[config.mk]
export PLATFORM = sky130hd
export DESIGN_NAME = sha2_pad_writer_eddsa
export DESIGN_NICKNAME = d
export VERILOG_FILES = /design/src/rtl/sha2_eddsa_pkg.sv /design/src/rtl/sha2_pad_writer_eddsa.sv
export SDC_FILE = /design/constraint.sdc
export NUM_CORES = 1
export LEC_CHECK = 0
export CORE_MARGIN = 2
export CORE_UTILIZATION = 55
export DETAILED_ROUTE_END_ITERATION = 8
export GPL_TIMING_DRIVEN = 0
export PLACE_DENSITY = 0.79
export SLEW_MARGIN = 10
export SYNTH_ARGS = -nofsm -noshare
export SYNTH_HDL_FRONTEND = slang
export SYNTH_SLANG_ARGS = --single-unit
[constraint.sdc]
create_clock -name clk -period 3.1 [get_ports clk]
set_input_delay 0.93 -clock clk [delete_from_list [all_inputs] [get_ports clk]]
set_output_delay 0.93 -clock clk [all_outputs]
set_load 0.03 [all_outputs]
[src/rtl/sha2_eddsa_pkg.sv]
// sha2_eddsa_pkg: shared constants, FSM encoding and byte pad helper for the SHA-2 pad writer
package sha2_eddsa_pkg;
  localparam int BLOCK_WORDS = 16;
  localparam int LEN_ADDR_HI = 14;
  localparam logic [7:0] PAD_BYTE = 8'h80;

  typedef enum logic [1:0] {LOAD, PAD, LEN, HOLD} state_e;

  // Word of `bytes` bytes right-aligned in d, MSB-first: keep bytes below n, 0x80 at n, zeros after
  function automatic logic [63:0] pad_word(input logic [63:0] d, input logic [3:0] bytes, input logic [3:0] n);
    logic [63:0] r;
    int s;
    r = '0;
    for (int i = 0; i < 8; i++) begin
      if (i < int'(bytes)) begin
        s = (int'(bytes) - 1 - i) * 8;
        r[s+:8] = i < int'(n) ? d[s+:8] : i == int'(n) ? PAD_BYTE : 8'h00;
      end
    end
    return r;
  endfunction
endpackage

[src/rtl/sha2_pad_writer_eddsa.sv]
// sha2_pad_writer_eddsa: streams message words into a 16-word RAM block and appends SHA-2 padding and length
module sha2_pad_writer_eddsa
  import sha2_eddsa_pkg::*;
#(
  parameter int WIDTH = 32,
  parameter int BYTES = WIDTH / 8
) (
  input  logic                     clk,
  input  logic                     rst,
  input  logic                     in_valid,
  output logic                     in_ready,
  input  logic [WIDTH-1:0]         in_data,
  input  logic                     in_last,
  input  logic [$clog2(BYTES):0]   in_bytes,
  output logic                     mem_en_write,
  output logic [3:0]               mem_addr_write,
  output logic [WIDTH-1:0]         mem_data_in,
  output logic                     block_valid,
  output logic                     block_last,
  input  logic                     block_done
);
  state_e state_q, state_d, resume_q, resume_d, follow;
  logic [3:0] addr_q, addr_d, maddr_q, maddr_d, n;
  logic [63:0] bitlen_q, bitlen_d;
  logic [WIDTH-1:0] data_q, data_d, pw, len_hi, len_lo;
  logic pad_done_q, pad_done_d, last_q, last_d, valid_q, valid_d, en_q, en_d;

  always_comb begin
    n = state_q != LOAD ? 4'd0 : in_last ? 4'(in_bytes) : 4'(BYTES);
    pw = WIDTH'(pad_word(state_q == LOAD ? 64'(in_data) : 64'd0, 4'(BYTES), n));
    len_hi = (WIDTH == 32) ? WIDTH'(bitlen_q >> 32) : '0;
    len_lo = bitlen_q[WIDTH-1:0];
    state_d = state_q;
    resume_d = resume_q;
    addr_d = addr_q;
    bitlen_d = bitlen_q;
    pad_done_d = pad_done_q;
    last_d = last_q;
    en_d = 1'b0;
    maddr_d = addr_q;
    data_d = '0;
    valid_d = state_q == HOLD && !en_q && !block_done;
    case (state_q)
      LOAD: if (in_valid) begin
        en_d = 1'b1;
        data_d = pw;
        bitlen_d = bitlen_q + (64'(n) << 3);
        pad_done_d = in_last && n < 4'(BYTES);
      end
      PAD: begin
        en_d = 1'b1;
        data_d = pad_done_q ? '0 : pw;
        pad_done_d = 1'b1;
      end
      LEN: begin
        en_d = 1'b1;
        data_d = addr_q == 4'(LEN_ADDR_HI) ? len_hi : len_lo;
      end
      HOLD: if (block_done) begin
        state_d = last_q ? LOAD : resume_q;
        if (last_q) begin
          bitlen_d = '0;
          pad_done_d = 1'b0;
          addr_d = '0;
          last_d = 1'b0;
        end
      end
      default: ;
    endcase
    follow = (state_q == PAD || (state_q == LOAD && in_last)) ? PAD : LOAD;
    if (en_d) begin
      addr_d = addr_q + 4'd1;
      if (addr_q == 4'(BLOCK_WORDS - 1)) begin
        state_d = HOLD;
        resume_d = follow;
        last_d = state_q == LEN;
      end else begin
        state_d = state_q == LEN ? LEN : (addr_q == 4'(LEN_ADDR_HI - 1) && pad_done_d) ? LEN : follow;
      end
    end
  end

  always_ff @(posedge clk) begin
    if (rst) begin
      state_q <= LOAD;
      resume_q <= LOAD;
      addr_q <= '0;
      bitlen_q <= '0;
      pad_done_q <= 1'b0;
      last_q <= 1'b0;
      valid_q <= 1'b0;
      en_q <= 1'b0;
      maddr_q <= '0;
      data_q <= '0;
    end else begin
      state_q <= state_d;
      resume_q <= resume_d;
      addr_q <= addr_d;
      bitlen_q <= bitlen_d;
      pad_done_q <= pad_done_d;
      last_q <= last_d;
      valid_q <= valid_d;
      en_q <= en_d;
      maddr_q <= maddr_d;
      data_q <= data_d;
    end
  end

  assign in_ready = state_q == LOAD;
  assign mem_en_write = en_q;
  assign mem_addr_write = maddr_q;
  assign mem_data_in = data_q;
  assign block_valid = valid_q;
  assign block_last = last_q;
endmodule
==> flow_summary_export.csv <==
group,metric,value,unit
clock_network,path_clk_slew,0.11,ns
detailed_routing,via_per_inst,5.99,
logic_synthesis,syn_area_per_cell,7.95,um2
flow_run,drv_cap,0,
layout,drive_above_1_share,0.0982,
logic_synthesis,syn-cell-area,5410,um2
global_route,grt_usage,0.316,
placed_design,pre_cts_ws,-1.08,ns
logic_synthesis,synth_cell_types,62,
setup_path,r2r_end,"bitlen_q[27]$_SDFFE_PP0P_",
layout,nNetsFinal,829,
power_and_ir_drop,p_comb_frac,0.358,
logic_synthesis,synth_ff_type,"dfxtp_1",
power_and_ir_drop,leakage,2.42,nW
sta,fmax,342,MHz
setup_path,crit_path_end_kind,"flop",
power_and_ir_drop,ir_drop,0.348,mV
logic_synthesis,synthTopCellsByArea,"dfxtp_1, nand2_1, nor2_1, xnor2_1, a22oi_1",
layout,fin_cells,917,
floorplan,die_area,10600,um2
global_route,grt_pass1_vias,5072,
setup_path,r2r-start,"state_q[0]$_SDFFE_PP0P_",
floorplan,core,9640,um2
sta,skew,0.0180,ns
global_route,grt_overflow,0,
detailed_routing,drc,0,
logic_synthesis,yosys.area.top_type_share,0.400,
global_route,antenna_found_initial,0,
detailed_routing,routed_wl,16.6,mm
floorplan,die_h,103,um
logic_synthesis,yosysMostFrequentCell,"nand2_1",
sta,fin_crit,2.93,ns
logic_synthesis,synth_edf_count,0,
sta,layout_setup_ws,0.172,ns
sta,slew_viol_final,0,
floorplan,die-width,103,um
layout,area_growth,25.4,%
detailed_routing,drtAntennaViolNets,0,
layout,multiInputGateArea,3110,um2
floorplan,num_rows,36,
layout,antennaDiodeCount,0,
detailed_routing,drt_iter0_markers,472,
power_and_ir_drop,p_sw,1.39,mW
setup_path,crit_type,"input pin to flop",
sta,finalSetupViolCount,0,
logic_synthesis,ys_ff_latch,108,
setup_path,crit_path_max_fanout,10,
sta,worst_pin_slew,0.698,ns
setup_path,r2r_cells,14,
logic_synthesis,ys_warn_count,0,
status,status,"finished, final reports clean",
placed_design,hpwlAfterDp,12.3,mm
detailed_routing,dr.pass1.iters,6,
min_path,hold_depth,1,
global_route,grt_max_degree,20,
placed_design,gp_congestion,0.980,
power_and_ir_drop,pwr-share-seq,0.419,
logic_synthesis,async_flop_share,0,
placed_design,io_buffers,78,
sta,slew_headroom,0.533,
power_and_ir_drop,p_int,2.33,mW
sta,finalCritPeriodShare,0.945,
min_path,min_to,"block_valid$_SDFF_PP0_",
layout,fill_cells,817,
logic_synthesis,ys_seq_area_frac,0.400,
setup_path,crit_arrival,3.25,ns
sta,rsz0062_at_grt,"false",
clock_network,cts_hold_buf,0,
sta,hold_violations,0,
detailed_routing,vias,5495,
global_route,grt_first_pass_wirelength,25.6,mm
clock_network,cts_max_level,3,
min_path,min_path_type,"flop to flop",
power_and_ir_drop,clkPwrFrac,0.224,
logic_synthesis,synth_common_cells,"nand2_1, dfxtp_1, nor2_1",
placed_design,place_inst,891,
clock_network,cts_root_buffer,"clkbuf_8",
setup_path,regToRegSetupSlack,0.21,ns
min_path,min-delay-start,"mem_en_write$_SDFF_PP0_",
logic_synthesis,yosysTopAreaCell,"dfxtp_1",
clock_network,cts_made_buffers,9,
power_and_ir_drop,powerDensity,549,nW/um2
detailed_routing,wl_per_cell,18.1,um
logic_synthesis,synthCells,680,
power_and_ir_drop,swShare,0.374,
clock_network,cts_tree,"done",
setup_path,crit_required,3.42,ns
floorplan,ioPinCount,80,
layout,register_area,2160,um2
floorplan,initial_utilization,0.561,
clock_network,clkSinkCount,108,
clock_network,clock_latency,0.39,ns
setup_path,crit_path_start_kind,"input pin",
clock_network,clockBufferDepth,2,
logic_synthesis,synth_nets,730,
==> state kept, by name, indices dropped and copies added, names as in the netlist <==
| signal | flops |
|---|---|
| mem_addr_write | 4 |
| pad_done_q | 1 |
| block_valid | 1 |
| block_last | 1 |
| addr_q | 4 |
| bitlen_q | 61 |
| mem_en_write | 1 |
| state_q | 2 |
| mem_data_in | 32 |
| resume_q | 1 |
==> routing by layer <==
layer | vias to the layer above | track usage | routed length (um)
li1 | 2600 | - | -
met1 | 2574 | 0.425 | 7050
met2 | 276 | 0.482 | 7380
met3 | 45 | 0.0820 | 1730
met4 | 0 | 0.133 | 412
met5 | - | 0 | 0
==> metrics by stage <==
| step | power [mW] | hold WS, ns | utilization | setup TNS, ns | area [um2] |
|---|---|---|---|---|---|
| 2_1_floorplan | 2.38 | 0.449 | - | 0 | 5410 |
| 6_report | 3.72 | 0.438 | 0.703 | 0 | 6780 |
| 3_3_place_gp | 2.77 | 0.429 | 0.659 | -38.83 | 6350 |
| 4_1_cts | 3.64 | 0.444 | 0.689 | 0 | 6640 |
| 3_5_place_dp | 2.80 | 0.428 | 0.659 | -40.56 | 6350 |
| 5_1_grt | 3.90 | 0.470 | 0.703 | 0 | 6780 |
==> power by group through the flow <==
stage          clock (mW)  combinational [mW]  sequential [mW]
6_report            0.832                1.33             1.56
5_1_grt             0.888                1.44             1.57
4_1_cts             0.838                1.24             1.56
3_5_place_dp            0                1.21             1.59
3_3_place_gp            0                1.19             1.58
2_1_floorplan           0               0.644             1.73
==> kinds of logic (layout without fill, tap and decap cells) <==
logic type	Yosys count	count (layout)	share of synthesized area
AND/OR/NAND/NOR	349	349	0.322
adder cells (fa/ha/maj)	10	10	0.0231
XOR/XNOR	41	41	0.0664
multiplexers	1	1	0.00208
AO/OA/AOI/OAI	119	119	0.143
buffers and inverters	52	156	0.0433
flip-flops	108	108	0.400
==> cells in the final DEF (no fill, tap or decap), types with 7 or more instances in the layout <==
cell / Yosys / layout
o21ai_0: 26 / 26
clkbuf_8: 0 / 10
xnor2_1: 30 / 29
nand4_1: 23 / 23
ha_1: 10 / 7
xor2_1: 11 / 11
nor2_1: 88 / 87
or3_1: 15 / 15
nand2_1: 119 / 119
buf_4: 0 / 10
a21oi_1: 31 / 31
dfxtp_1: 108 / 108
nand3_1: 23 / 20
nor3_1: 17 / 17
a22oi_1: 27 / 27
inv_1: 11 / 10
clkdlybuf4s50_1: 0 / 73
clkbuf_1: 32 / 24
==> what timing repair did <==
item                       CTS  global route
pin swaps                    2             3
cloned                       0             1
setup buffers                3             8
setup endpoints to repair   57            54
gates resized for setup     19            22
==> worst max path at each step <==
| stage | from | end | slack, ns |
|---|---|---|---|
| floorplan | state_q[0]$_SDFFE_PP0P_ | bitlen_q[57]$_SDFFE_PP0P_ | 0.26 |
| global placement | in_last | bitlen_q[24]$_SDFFE_PP0P_ | -1.03 |
| detailed placement | in_last | bitlen_q[24]$_SDFFE_PP0P_ | -1.08 |
| CTS | in_last | bitlen_q[62]$_SDFFE_PP0P_ | 0.004 |
| global route | state_q[1]$_SDFFE_PP0P_ | bitlen_q[27]$_SDFFE_PP0P_ | 0.05 |
| finish | in_bytes[2] | bitlen_q[62]$_SDFFE_PP0P_ | 0.17 |
==> worst max-delay path: stages <==
cell             delay [ns]
clkdlybuf4s50_1        0.50
nand2b_1               0.16
clkbuf_2               0.26
a21oi_1                0.12
a211oi_2               0.17
buf_4                  0.19
nand4_1                0.13
clkbuf_4               0.23
or4_1                  0.40
a21oi_1                0.15
==> cell type report <==
type                       instances  area share
tap                              133      0.0245
sequential                       108       0.319
multi-input combinational        520       0.459
buffer                            39      0.0323
clock buffer                       9      0.0183
inverter                          11     0.00609
clock inverter                     7     0.00886
timing repair buffer              90       0.132
No activity file was read; power rests on OpenSTA's default activity.
